$ cat src/rtl/traffic_pkg.sv
`default_nettype none
// ============================================================================
// Module      : traffic_pkg
// Description : Shared definitions for the traffic phase controller: phase
//               enumeration, lamp encodings ({red,yellow,green}) and default
//               phase durations in signal_change ticks.
// Revision    : 1.0 - initial release
// ============================================================================
package traffic_pkg;

    typedef enum logic [2:0] {
        NS_GREEN  = 3'd0,
        NS_YELLOW = 3'd1,
        RED_A     = 3'd2,
        EW_GREEN  = 3'd3,
        EW_YELLOW = 3'd4,
        RED_B     = 3'd5,
        PED_WALK  = 3'd6
    } phase_e;

    // Lamp encodings, bit order {red, yellow, green}
    localparam logic [2:0] RED    = 3'b100;
    localparam logic [2:0] YELLOW = 3'b010;
    localparam logic [2:0] GREEN  = 3'b001;

    // Default phase durations (ticks) and counter width
    localparam int DEF_GREEN_TICKS  = 4;
    localparam int DEF_YELLOW_TICKS = 1;
    localparam int DEF_ALLRED_TICKS = 1;
    localparam int DEF_WALK_TICKS   = 3;
    localparam int DEF_CNT_W        = 4;

endpackage
`default_nettype wire

$ cat src/rtl/traffic_phase_fsm.sv
`default_nettype none
// ============================================================================
// Module      : traffic_phase_fsm
// Description : Two-direction traffic light phase sequencer with an optional
//               pedestrian walk phase inserted after the second all-red.
//               Phases advance on signal_change ticks; lamps are Moore
//               decoded from the registered phase.
// Ports       : clk           - clock, rising edge
//               rst           - synchronous active-high reset (to RED_B)
//               signal_change - phase timer tick, one tick per high cycle
//               ped_req       - pedestrian request, sampled every cycle
//               ns_light      - north-south lamps {red,yellow,green}
//               ew_light      - east-west lamps {red,yellow,green}
//               walk          - pedestrian walk lamp
//               ped_pending   - latched pedestrian request awaiting service
//               phase         - current phase encoding (phase_e)
// Revision    : 1.0 - initial release
// ============================================================================
module traffic_phase_fsm
    import traffic_pkg::*;
#(
    parameter int GREEN_TICKS  = DEF_GREEN_TICKS,
    parameter int YELLOW_TICKS = DEF_YELLOW_TICKS,
    parameter int ALLRED_TICKS = DEF_ALLRED_TICKS,
    parameter int WALK_TICKS   = DEF_WALK_TICKS,
    parameter int CNT_W        = DEF_CNT_W
) (
    input  logic       clk,
    input  logic       rst,
    input  logic       signal_change,
    input  logic       ped_req,
    output logic [2:0] ns_light,
    output logic [2:0] ew_light,
    output logic       walk,
    output logic       ped_pending,
    output logic [2:0] phase
);

    // Terminal count per phase: a duration of D ticks ends when the counter
    // reads D-1 on a tick. Durations up to 2**CNT_W therefore fit the counter.
    localparam logic [CNT_W-1:0] c_green_last  = CNT_W'(GREEN_TICKS - 1);
    localparam logic [CNT_W-1:0] c_yellow_last = CNT_W'(YELLOW_TICKS - 1);
    localparam logic [CNT_W-1:0] c_allred_last = CNT_W'(ALLRED_TICKS - 1);
    localparam logic [CNT_W-1:0] c_walk_last   = CNT_W'(WALK_TICKS - 1);

    phase_e           r_state;
    phase_e           w_next;
    logic [CNT_W-1:0] r_tick_cnt;
    logic [CNT_W-1:0] w_last;
    logic             w_adv;
    logic             r_ped_pending;

    // ------------------------------------------------------------------------
    // Registered state, tick counter and pedestrian latch
    // ------------------------------------------------------------------------
    always_ff @(posedge clk) begin
        if (rst) begin
            r_state       <= RED_B;
            r_tick_cnt    <= '0;
            r_ped_pending <= 1'b0;
        end else begin
            r_state <= w_next;

            if (w_adv) begin
                r_tick_cnt <= '0;
            end else if (signal_change) begin
                r_tick_cnt <= r_tick_cnt + CNT_W'(1);
            end

            // A new request on the entry edge wins over the clear, so it is
            // carried forward to the next RED_B exit.
            if (ped_req) begin
                r_ped_pending <= 1'b1;
            end else if (w_next == PED_WALK && r_state != PED_WALK) begin
                r_ped_pending <= 1'b0;
            end
        end
    end

    // ------------------------------------------------------------------------
    // Phase duration, lamp decode and next-state
    // ------------------------------------------------------------------------
    always_comb begin
        w_next   = r_state;
        w_last   = c_allred_last;
        ns_light = RED;
        ew_light = RED;
        walk     = 1'b0;

        case (r_state)
            NS_GREEN: begin
                w_last   = c_green_last;
                ns_light = GREEN;
            end
            NS_YELLOW: begin
                w_last   = c_yellow_last;
                ns_light = YELLOW;
            end
            EW_GREEN: begin
                w_last   = c_green_last;
                ew_light = GREEN;
            end
            EW_YELLOW: begin
                w_last   = c_yellow_last;
                ew_light = YELLOW;
            end
            PED_WALK: begin
                w_last = c_walk_last;
                walk   = 1'b1;
            end
            default: begin
                w_last = c_allred_last;
            end
        endcase

        w_adv = signal_change && (r_tick_cnt == w_last);

        if (w_adv) begin
            case (r_state)
                NS_GREEN:  w_next = NS_YELLOW;
                NS_YELLOW: w_next = RED_A;
                RED_A:     w_next = EW_GREEN;
                EW_GREEN:  w_next = EW_YELLOW;
                EW_YELLOW: w_next = RED_B;
                RED_B:     w_next = r_ped_pending ? PED_WALK : NS_GREEN;
                default:   w_next = NS_GREEN;
            endcase
        end
    end

    assign ped_pending = r_ped_pending;
    assign phase       = r_state;

endmodule
`default_nettype wire

$ cat config.mk
export PLATFORM = sky130hd
export DESIGN_NAME = traffic_phase_fsm
export DESIGN_NICKNAME = d
export VERILOG_FILES = /design/src/rtl/traffic_pkg.sv /design/src/rtl/traffic_phase_fsm.sv
export SDC_FILE = /design/constraint.sdc
export NUM_CORES = 1
export LEC_CHECK = 0
export ABC_AREA = 1
export BUFFER_PORTS_ARGS = -buffer_cell sky130_fd_sc_hd__buf_2
export CAP_MARGIN = 40
export CORE_AREA = 2 2 39 41
export DETAILED_ROUTE_END_ITERATION = 8
export DIE_AREA = 0 0 41 43
export PLACE_DENSITY = 0.64
export SLEW_MARGIN = 20
export SYNTH_ARGS = -nofsm -noshare
export SYNTH_HDL_FRONTEND = slang
export SYNTH_SLANG_ARGS = --single-unit
$ cat constraint.sdc
create_clock -name clk -period 1.4 [get_ports clk]
set_input_delay 0.14 -clock clk [delete_from_list [all_inputs] [get_ports clk]]
set_output_delay 0.14 -clock clk [all_outputs]
set_load 0.005 [all_outputs]
==> impl_metrics.csv, run 1 <==
group,metric,value,unit
run_status,status,"completed",
die,die_area,0.00176,sq mm
global_routing,grtUsageTotal,0.146,
cts,cts-root-buf,"clkbuf_4",
power_and_ir_drop,power.total,808,uW
drt,drt_iter0_drc,10,
setup_path,crit_path_end_kind,"output pin",
die,rows,14,
setup_path,rr_startpoint,"phase[0]$_SDFF_PP1_",
global_routing,grt_pass1_wl,1.73,mm
cts,cts.sink_count,8,
sta,finalHoldViolations,0,
hold_path,hold_path_startpoint,"rst",
job,cap_violations,0,
setup_path,path_cells,"inv_2 > buf_4 > nor3_4 > or2_2 > inv_1 > buf_2",
finish,nets,98,
power_and_ir_drop,power_frac_comb,0.407,
drt,avgViaCountPerCell,4.85,
global_routing,overflow,0,
finish,drive_above_1_share,0.407,
synth,synth_fp_nets,75,
placed_design,place.port_buffers,14,
setup_path,cp_max_fo,5,
setup_path,arrival,1.25,ns
finish,stdcell_area,658,sq um
sta,slew_viol_final,0,
power_and_ir_drop,vdd_ir_drop_max,0.576,mV
placed_design,placed_cells,103,
drt,firstDrtPassIters,4,
sta,fin_crit,1.39,ns
drt,detail-route-antenna-nets,0,
sta,finalCritPeriodShare,0.996,
die,io_pins,15,
cts,cts.hold.buffers_added,0,
cts,clock_latency,0.26,ns
synth,ys_seq_elements,8,
finish,mostFrequentLayoutCells,"buf_2, inv_1, nand2_1",
global_routing,grt_pass1_vias,417,
setup_path,cpMaxStageDelayCell,"dfxtp_4",
power_and_ir_drop,intPower,504,uW
drt,vias,519,
drt,drt-total-wl,1.06,mm
placed_design,placed_cell_area,603,sq um
die,core,0.00138,sq mm
synth,yosys_warnings,0,
drt,drc,0,
sta,rsz0062_at_grt,"yes",
finish,utilization,0.476,
finish,final_common_cell,"buf_2",
power_and_ir_drop,p_per_area,1230,mW/mm^2
finish,syn_to_final_growth,34.9,%
cts,cts_buffer_depth,2,
setup_path,crit_type,"flop to output pin",
global_routing,grt_max_degree,8,
sta,worst_pin_slew,0.304,ns
power_and_ir_drop,p_sw_frac,0.377,
setup_path,max_stage_delay,0.36,ns
cts,clk_pin_slew,0.06,ns
finish,fillers,142,
placed_design,dp_hpwl,814,um
power_and_ir_drop,p_clk_frac,0.231,
synth,avgSynthCellArea,6.97,sq um
finish,diodes,0,
synth,ys_seq_area_frac,0.328,
sta,finClkSkew,0.00995,ns
cts,cts_buffers,3,
power_and_ir_drop,leakagePower,0.000354,uW
die,initial_core_util,0.353,
global_routing,antenna_found_initial,0,
die,fp.dieH,43,um
setup_path,startpoint,"phase[0]$_SDFF_PP1_",
setup_path,cp-start-kind,"flop",
drt,wl_per_cell,9.90,um
hold_path,hp-class,"input pin to flop",
sta,setup_viol_count_final,0,
power_and_ir_drop,p_sw,304,uW
sta,slew_headroom,0.796,
cts,htreeDepth,1,
synth,synth_area,488,sq um
placed_design,gp_congestion,0.791,
cts,cts_tree,"done",
die,die_w,41,um
power_and_ir_drop,p_seq_frac,0.362,
sta,fmax,718,MHz
synth,syn_inst,70,
synth,synth.distinct_cells,21,
setup_path,cp.required,1.26,ns
finish,instances_no_fill,107,
-- worst paths after layout --
path,endpoint,slack (ns),cells after the start
worst max-delay path,ns_light[2],0.006,6
worst min-delay path,ped_pending$_SDFFE_PP0P_,0.07,2
worst max register to register,ped_pending$_SDFFE_PP0P_,0.02,8
worst min register to register,ped_pending$_SDFFE_PP0P_,0.48,2
-- synth_stat cells --
| cell | n | area share |
|---|---|---|
| buf_2 | 1 | 0.010 |
| a211oi_2 | 1 | 0.026 |
| o2111ai_1 | 1 | 0.018 |
| nand3_2 | 3 | 0.062 |
| a21oi_1 | 3 | 0.031 |
| inv_2 | 1 | 0.0077 |
| o21ai_1 | 2 | 0.021 |
| nand2_1 | 9 | 0.069 |
| nor2_1 | 8 | 0.062 |
| nand2_2 | 1 | 0.013 |
| or2_2 | 2 | 0.026 |
| nor2_4 | 1 | 0.023 |
| nor3_1 | 5 | 0.051 |
| inv_1 | 13 | 0.10 |
| ha_1 | 1 | 0.026 |
| nand4_1 | 1 | 0.013 |
| dfxtp_1 | 8 | 0.33 |
| xor2_1 | 1 | 0.018 |
| nand3_1 | 5 | 0.051 |
| o211ai_1 | 2 | 0.031 |
| nor3b_1 | 1 | 0.015 |
-- timing repair --
action                                  in CTS  in global routing
endpoints found under the setup margin       3                  8
resized for setup                            9                  1
endpoints found under the hold margin        0                  0
setup buffers                                1                  0
pin swaps                                    0                  1
-- through the flow --
stage | setup WS [ns] | hold WS (ns) | setup TNS [ns]
after floorplan | 0.0491 | 0.209 | 0
after global placement | 0.0549 | 0.345 | 0
after detailed placement | 0.0226 | 0.349 | 0
after CTS | 0.00334 | 0.0758 | 0
after global routing | -0.0540 | 0.0639 | -0.197
final | 0.00629 | 0.0732 | 0
-- flip-flops by register name (all words and copies together) (netlist names) --
name	flops
phase	3
r_tick_cnt	4
ped_pending	1
-- area by class of cell --
| class | instances | area [sq um] | share of cell area |
|---|---|---|---|
| multi-input combinational | 47 | 287 | 0.435 |
| clock buffer | 3 | 22.5 | 0.0342 |
| timing repair buffer | 19 | 108 | 0.163 |
| sequential | 8 | 169 | 0.257 |
| tap | 16 | 20.0 | 0.0304 |
| inverter | 14 | 52.6 | 0.0798 |
-- critical path, delay by kind of cell (launching register included) --
family	cells	cell delay [ns]
buffers and inverters	4	0.33
and+or+nand+nor	2	0.30
DFF	1	0.36
-- power groups by stage --
stage          Combinational [uW]  Sequential [uW]  Clock, uW
2_1_floorplan                 180              291          0
3_3_place_gp                  298              289          0
3_5_place_dp                  296              292          0
4_1_cts                       322              294        187
5_1_grt                       363              298        204
6_report                      329              293        186
-- layer usage --
metal / track usage / part of all wire / vias to the layer above
met2: 0.194 / 0.47 / 11
met5: 0 / 0 / -
met4: 0.100 / 0.025 / 0
met3: 0.0314 / 0.022 / 4
li1: - / - / 276
met1: 0.201 / 0.49 / 228
-- kinds of logic (layout without fill, tap and decap cells) --
| logic type | count (synthesis) | count (layout) | synth area share |
|---|---|---|---|
| compound gates | 9 | 9 | 0.126 |
| xor+xnor | 1 | 1 | 0.0180 |
| fa+ha+maj | 1 | 1 | 0.0256 |
| buf+inv | 15 | 36 | 0.118 |
| flops | 8 | 8 | 0.328 |
| simple gates | 36 | 36 | 0.385 |
Power figures use the tool's default switching activity.
==> run 2, diff against run 1 <==
--- a/config.mk
+++ b/config.mk
@@ -8,10 +8,10 @@
 export ABC_AREA = 1
 export BUFFER_PORTS_ARGS = -buffer_cell sky130_fd_sc_hd__buf_2
 export CAP_MARGIN = 40
-export CORE_AREA = 2 2 39 41
+export CORE_AREA = 8 8 45 47
 export DETAILED_ROUTE_END_ITERATION = 8
-export DIE_AREA = 0 0 41 43
-export PLACE_DENSITY = 0.64
+export DIE_AREA = 0 0 53 55
+export PLACE_DENSITY = 0.61
 export SLEW_MARGIN = 20
 export SYNTH_ARGS = -nofsm -noshare
 export SYNTH_HDL_FRONTEND = slang
==> constraint.sdc (replaced) <==
create_clock -name clk -period 1.6 [get_ports clk]
set_input_delay 0.16 -clock clk [delete_from_list [all_inputs] [get_ports clk]]
set_output_delay 0.16 -clock clk [all_outputs]
set_load 0.005 [all_outputs]
==> run 2 against run 1 <==
  * First-iteration DRC count fell by 10%
  * Combinational power fell by 26%
  * Non-clock buffer count fell by 3
  * Clock-buffer cell count did not move
  * Wire length rose by 4.6%
  * Critical path depth did not move
  * Sequential share of layout area rose by 0.50 points
  * Cell area fell by 6.3%
  * Clock power fell by 15%
  * Power fell by 19%
==> impl_metrics.csv, run 2 (synthesized netlist as in run 1, its figures left out) <==
group,metric,value,unit
run_status,status,"completed",
sta,finalCritPeriodShare,0.934,
cts,clock_latency,0.25,ns
drt,drt-total-wl,1.11,mm
global_routing,grt_pass1_wl,1.79,mm
die,die_area,0.00292,sq mm
placed_design,placed_cells,101,
finish,instances_no_fill,104,
sta,fmax,669,MHz
sta,final.setup.tns,0,ns
finish,largest_reg_flops,4,
job,cap_violations,0,
die,die_w,53,um
global_routing,overflow,0,
cts,clk_pin_slew,0.06,ns
drt,firstDrtPassIters,4,
cts,cts_buffers,3,
power_and_ir_drop,p_per_area,1070,mW/mm^2
finish,multi_input_area,275,sq um
cts,cts.hold.buffers_added,0,
sta,setup_viol_count_final,0,
sta,finClkSkew,0.00319,ns
power_and_ir_drop,leakagePower,0.000331,uW
cts,cts.sink_count,8,
finish,fillers,149,
finish,final_common_cell,"buf_2",
cts,post_cts_buffers,0,
finish,drive_above_1_share,0.341,
die,io_pins,15,
setup_path,arrival,1.34,ns
global_routing,grtUsageTotal,0.0833,
global_routing,grt_max_degree,8,
drt,wl_per_cell,10.7,um
sta,fin_crit,1.50,ns
finish,nets,95,
finish,utilization,0.446,
global_routing,antenna_found_initial,0,
sta,hold_slack,0.109,ns
cts,htreeDepth,1,
sta,slew_headroom,0.794,
finish,largest_register,"r_tick_cnt",
setup_path,reg2reg_slack,0.18,ns
setup_path,crit_type,"flop to output pin",
setup_path,cp-start-kind,"flop",
die,initial_core_util,0.353,
setup_path,cp_max_fo,7,
setup_path,cp.required,1.44,ns
drt,drc,0,
setup_path,crit_path_end_kind,"output pin",
drt,drt_iter0_drc,9,
drt,detail-route-antenna-nets,0,
finish,mostFrequentLayoutCells,"buf_2, inv_1, nand2_1",
sta,slew_viol_final,0,
finish,diodes,0,
sta,worst_pin_slew,0.307,ns
placed_design,dp_hpwl,882,um
finish,area.sequential,161,sq um
finish,stdcell_area,617,sq um
drt,vias,481,
cts,cts_tree,"done",
sta,rsz0062_at_grt,"no",
power_and_ir_drop,vdd_ir_drop_max,0.526,mV
cts,cts.repair.resized,0,
hold_path,hp-class,"input pin to flop",
global_routing,grt_pass1_vias,437,
drt,avgViaCountPerCell,4.63,
placed_design,placed_cell_area,588,sq um
cts,cts-root-buf,"clkbuf_4",
die,core,0.00138,sq mm
die,rows,14,
finish,syn_to_final_growth,26.4,%
placed_design,place.port_buffers,14,
placed_design,gp_congestion,0.780,
cts,cts_buffer_depth,2,
die,fp.dieH,55,um
sta,finalHoldViolations,0,
run 2: changes by cell type in the layout (fill, tap and decap cells not counted):
cell / previous run / this run
inv_1: 11 / 13
nor3_2: 0 / 1
dfxtp_1: 5 / 7
nor3_4: 1 / 0
buf_4: 5 / 2
inv_2: 3 / 1
nand2_2: 0 / 1
dfxtp_4: 2 / 0
nand2_4: 1 / 0
run 2: layout make-up:
type                       count  share of cell area
multi-input combinational     47               0.446
sequential                     8               0.262
timing repair buffer          16               0.138
inverter                      14              0.0852
clock buffer                   3              0.0365
tap                           16              0.0325
run 2: where the power goes:
part	leakage, uW	switching [uW]	internal, uW
Clock	0.0000138	71.9	86.1
Sequential	0.0000654	33.5	224
Combinational	0.000252	138	104
Total	0.000331	244	414
run 2: worst max-delay path, cell delays in order, from the launching register on:
cell and delay (ns):
dfxtp_2 0.40, inv_2 0.09, nand2_2 0.11, inv_1 0.05
or2_2 0.28, inv_1 0.05, buf_2 0.10
run 2: path summary, 6_finish.rpt:
| path | startpoint | endpoint | cells past startpoint |
|---|---|---|---|
| min | rst | ped_pending$_SDFFE_PP0P_ | 2 |
| max | phase[2]$_SDFF_PP1_ | ns_light[2] | 6 |
| min reg2reg | ped_pending$_SDFFE_PP0P_ | ped_pending$_SDFFE_PP0P_ | 2 |
| max reg2reg | phase[0]$_SDFF_PP1_ | ped_pending$_SDFFE_PP0P_ | 9 |
run 2: layer usage:
metal	up-vias	global-route usage	share of wire
li1	264	-	-
met1	206	0.0904	0.45
met2	9	0.139	0.46
met3	2	0.0187	0.069
met4	0	0.0647	0.015
met5	-	0	0
run 2: per-stage QoR:
stage	power, uW	setup WS, ns
2_1_floorplan	412	0.249
3_3_place_gp	501	0.131
3_5_place_dp	501	0.127
4_1_cts	661	0.00989
5_1_grt	718	0.00283
6_report	657	0.105
==> run 3, diff against run 2 <==
--- a/config.mk
+++ b/config.mk
@@ -8,10 +8,10 @@
 export ABC_AREA = 1
 export BUFFER_PORTS_ARGS = -buffer_cell sky130_fd_sc_hd__buf_2
 export CAP_MARGIN = 40
-export CORE_AREA = 8 8 45 47
+export CORE_MARGIN = 8
+export CORE_UTILIZATION = 29
 export DETAILED_ROUTE_END_ITERATION = 8
-export DIE_AREA = 0 0 53 55
-export PLACE_DENSITY = 0.61
+export PLACE_DENSITY = 0.51
 export SLEW_MARGIN = 20
 export SYNTH_ARGS = -nofsm -noshare
 export SYNTH_HDL_FRONTEND = slang
==> run 3 against run 2 <==
  * Critical path depth stayed put
  * Critical path type unchanged
  * First-iteration DRC count fell by 67%
  * Flip-flop and latch count unchanged
  * Die area grew 12%
  * Power rose by 1.9%
  * Largest cell class unchanged
  * Register-to-register slack better by 0.04 ns
  * Largest power group unchanged
  * Non-clock buffer count rose by 1
  * Clock skew is 0.0019 ns lower
  * Combinational power up 3%
==> impl_metrics.csv, run 3 (synthesized netlist as in run 1, its figures left out) <==
group,metric,value,unit
global_routing,grt_pass1_vias,454,
cts,post_cts_buffers,0,
die,initial_core_util,0.295,
cts,cts.repair.resized,0,
global_routing,grtUsageTotal,0.0717,
run_status,status,"completed",
power_and_ir_drop,leakagePower,0.000335,uW
global_routing,overflow,0,
setup_path,cp-start-kind,"flop",
finish,syn_to_final_growth,28.7,%
cts,clock_latency,0.26,ns
setup_path,reg2regPathDepth,8,
finish,drive_above_1_share,0.371,
drt,drc,0,
placed_design,gp_congestion,0.707,
sta,rsz0062_at_grt,"no",
finish,instances_no_fill,106,
cts,cts.sink_count,8,
drt,avgViaCountPerCell,4.77,
setup_path,cp.required,1.44,ns
cts,htreeDepth,1,
power_and_ir_drop,power.total,670,uW
finish,stdcell_area,628,sq um
placed_design,place.port_buffers,14,
cts,cts_buffers,3,
die,rows,15,
power_and_ir_drop,vdd_ir_drop_max,0.429,mV
cts,cts_buffer_depth,2,
sta,finClkSkew,0.00128,ns
drt,vias,506,
setup_path,path_cells,"nor2_1 > nand2_2 > inv_1 > or2_2 > inv_1 > buf_2",
die,core,0.00165,sq mm
drt,drt_iter0_drc,3,
global_routing,grt_pass1_wl,1.88,mm
placed_design,placed_cell_area,597,sq um
cts,cts_tree,"done",
drt,wl_per_cell,10.5,um
setup_path,rr_startpoint,"phase[2]$_SDFF_PP1_",
setup_path,arrival,1.32,ns
hold_path,hp-class,"input pin to flop",
cts,cts-root-buf,"clkbuf_4",
drt,drt-total-wl,1.11,mm
drt,firstDrtPassIters,4,
setup_path,crit_type,"flop to output pin",
finish,largest_register,"r_tick_cnt",
setup_path,cp_common_cell,"inv_1",
global_routing,antenna_found_initial,0,
hold_path,min_path_cells,2,
setup_path,reg2reg_slack,0.22,ns
sta,fmax,675,MHz
sta,final.setup.tns,0,ns
finish,diodes,0,
sta,slew_viol_final,0,
sta,worst_pin_slew,0.309,ns
setup_path,r2r_end,"ped_pending$_SDFFE_PP0P_",
sta,finalCritPeriodShare,0.925,
die,io_pins,15,
drt,detail-route-antenna-nets,0,
sta,setup_viol_count_final,0,
finish,final_common_cell,"buf_2",
setup_path,cp_max_fo,7,
finish,utilization,0.380,
die,die_w,57.0,um
die,die_area,0.00325,sq mm
sta,fin_crit,1.48,ns
finish,largest_reg_flops,4,
cts,cts.hold.buffers_added,0,
setup_path,max_stage_delay,0.42,ns
global_routing,grt_max_degree,8,
sta,finalHoldViolations,0,
setup_path,cpMaxStageDelayCell,"dfxtp_2",
die,fp.dieH,57.0,um
finish,nets,96,
cts,clk_pin_slew,0.05,ns
placed_design,placed_cells,103,
sta,slew_headroom,0.793,
power_and_ir_drop,p_per_area,1070,mW/mm^2
placed_design,dp_hpwl,913,um
finish,mostFrequentLayoutCells,"buf_2, inv_1, nand2_1",
job,cap_violations,0,
setup_path,crit_path_end_kind,"output pin",
hold_path,hold_path_startpoint,"rst",
hold_path,whs_endpoint,"phase[1]$_SDFF_PP0_",
setup_path,startpoint,"phase[1]$_SDFF_PP0_",
[run 3: changes by cell type in the layout (fill, tap and decap cells not counted)]
cell / delta
buf_4: +1
dfxtp_2: +2
dfxtp_1: -2
[run 3: stage by stage]
| step | hold WS [ns] | worst slack (ns) |
|---|---|---|
| floorplan | 0.229 | 0.249 |
| global placement | 0.372 | 0.177 |
| detailed placement | 0.370 | 0.145 |
| CTS | 0.102 | 0.0256 |
| global route | 0.110 | 0.0484 |
| finish | 0.0999 | 0.119 |
[run 3: area by class of cell]
| class | count | area, sq um |
|---|---|---|
| fillers | 188 | 1020 |
| repair buffers | 17 | 92.6 |
| well taps | 17 | 21.3 |
| clock buffers | 3 | 22.5 |
| multi-input cells | 47 | 275 |
| inverters | 14 | 52.6 |
| flip-flops and latches | 8 | 164 |
[run 3: how the worst max path moves through the flow]
| stage | to | slack (ns) | cells past startpoint |
|---|---|---|---|
| finish | ns_light[2] | 0.12 | 6 |
| global route | ns_light[2] | 0.05 | 6 |
| floorplan | ped_pending$_SDFFE_PP0P_ | 0.25 | 10 |
| CTS | ns_light[2] | 0.03 | 6 |
| global placement | ped_pending$_SDFFE_PP0P_ | 0.18 | 7 |
| detailed placement | ped_pending$_SDFFE_PP0P_ | 0.15 | 7 |
[run 3: critical path, delay by kind of cell, from the launching register on]
kind          cells  cell delay (ns)
buf+inv           3             0.20
simple gates      3             0.44
flops             1             0.42
[run 3: report_power, final]
group / switching [uW] / total (uW) / internal [uW]
sequential: 37.9 / 264 / 226
combinational: 139 / 249 / 110
clock: 70.8 / 157 / 86.0
[run 3: metal layers]
metal | global-route usage | vias to the layer above | wire (um)
li1 | - | 267 | -
met1 | 0.0754 | 227 | 497
met2 | 0.109 | 10 | 544
met3 | 0.0222 | 2 | 53
met4 | 0.0705 | 0 | 19
met5 | 0 | - | 0
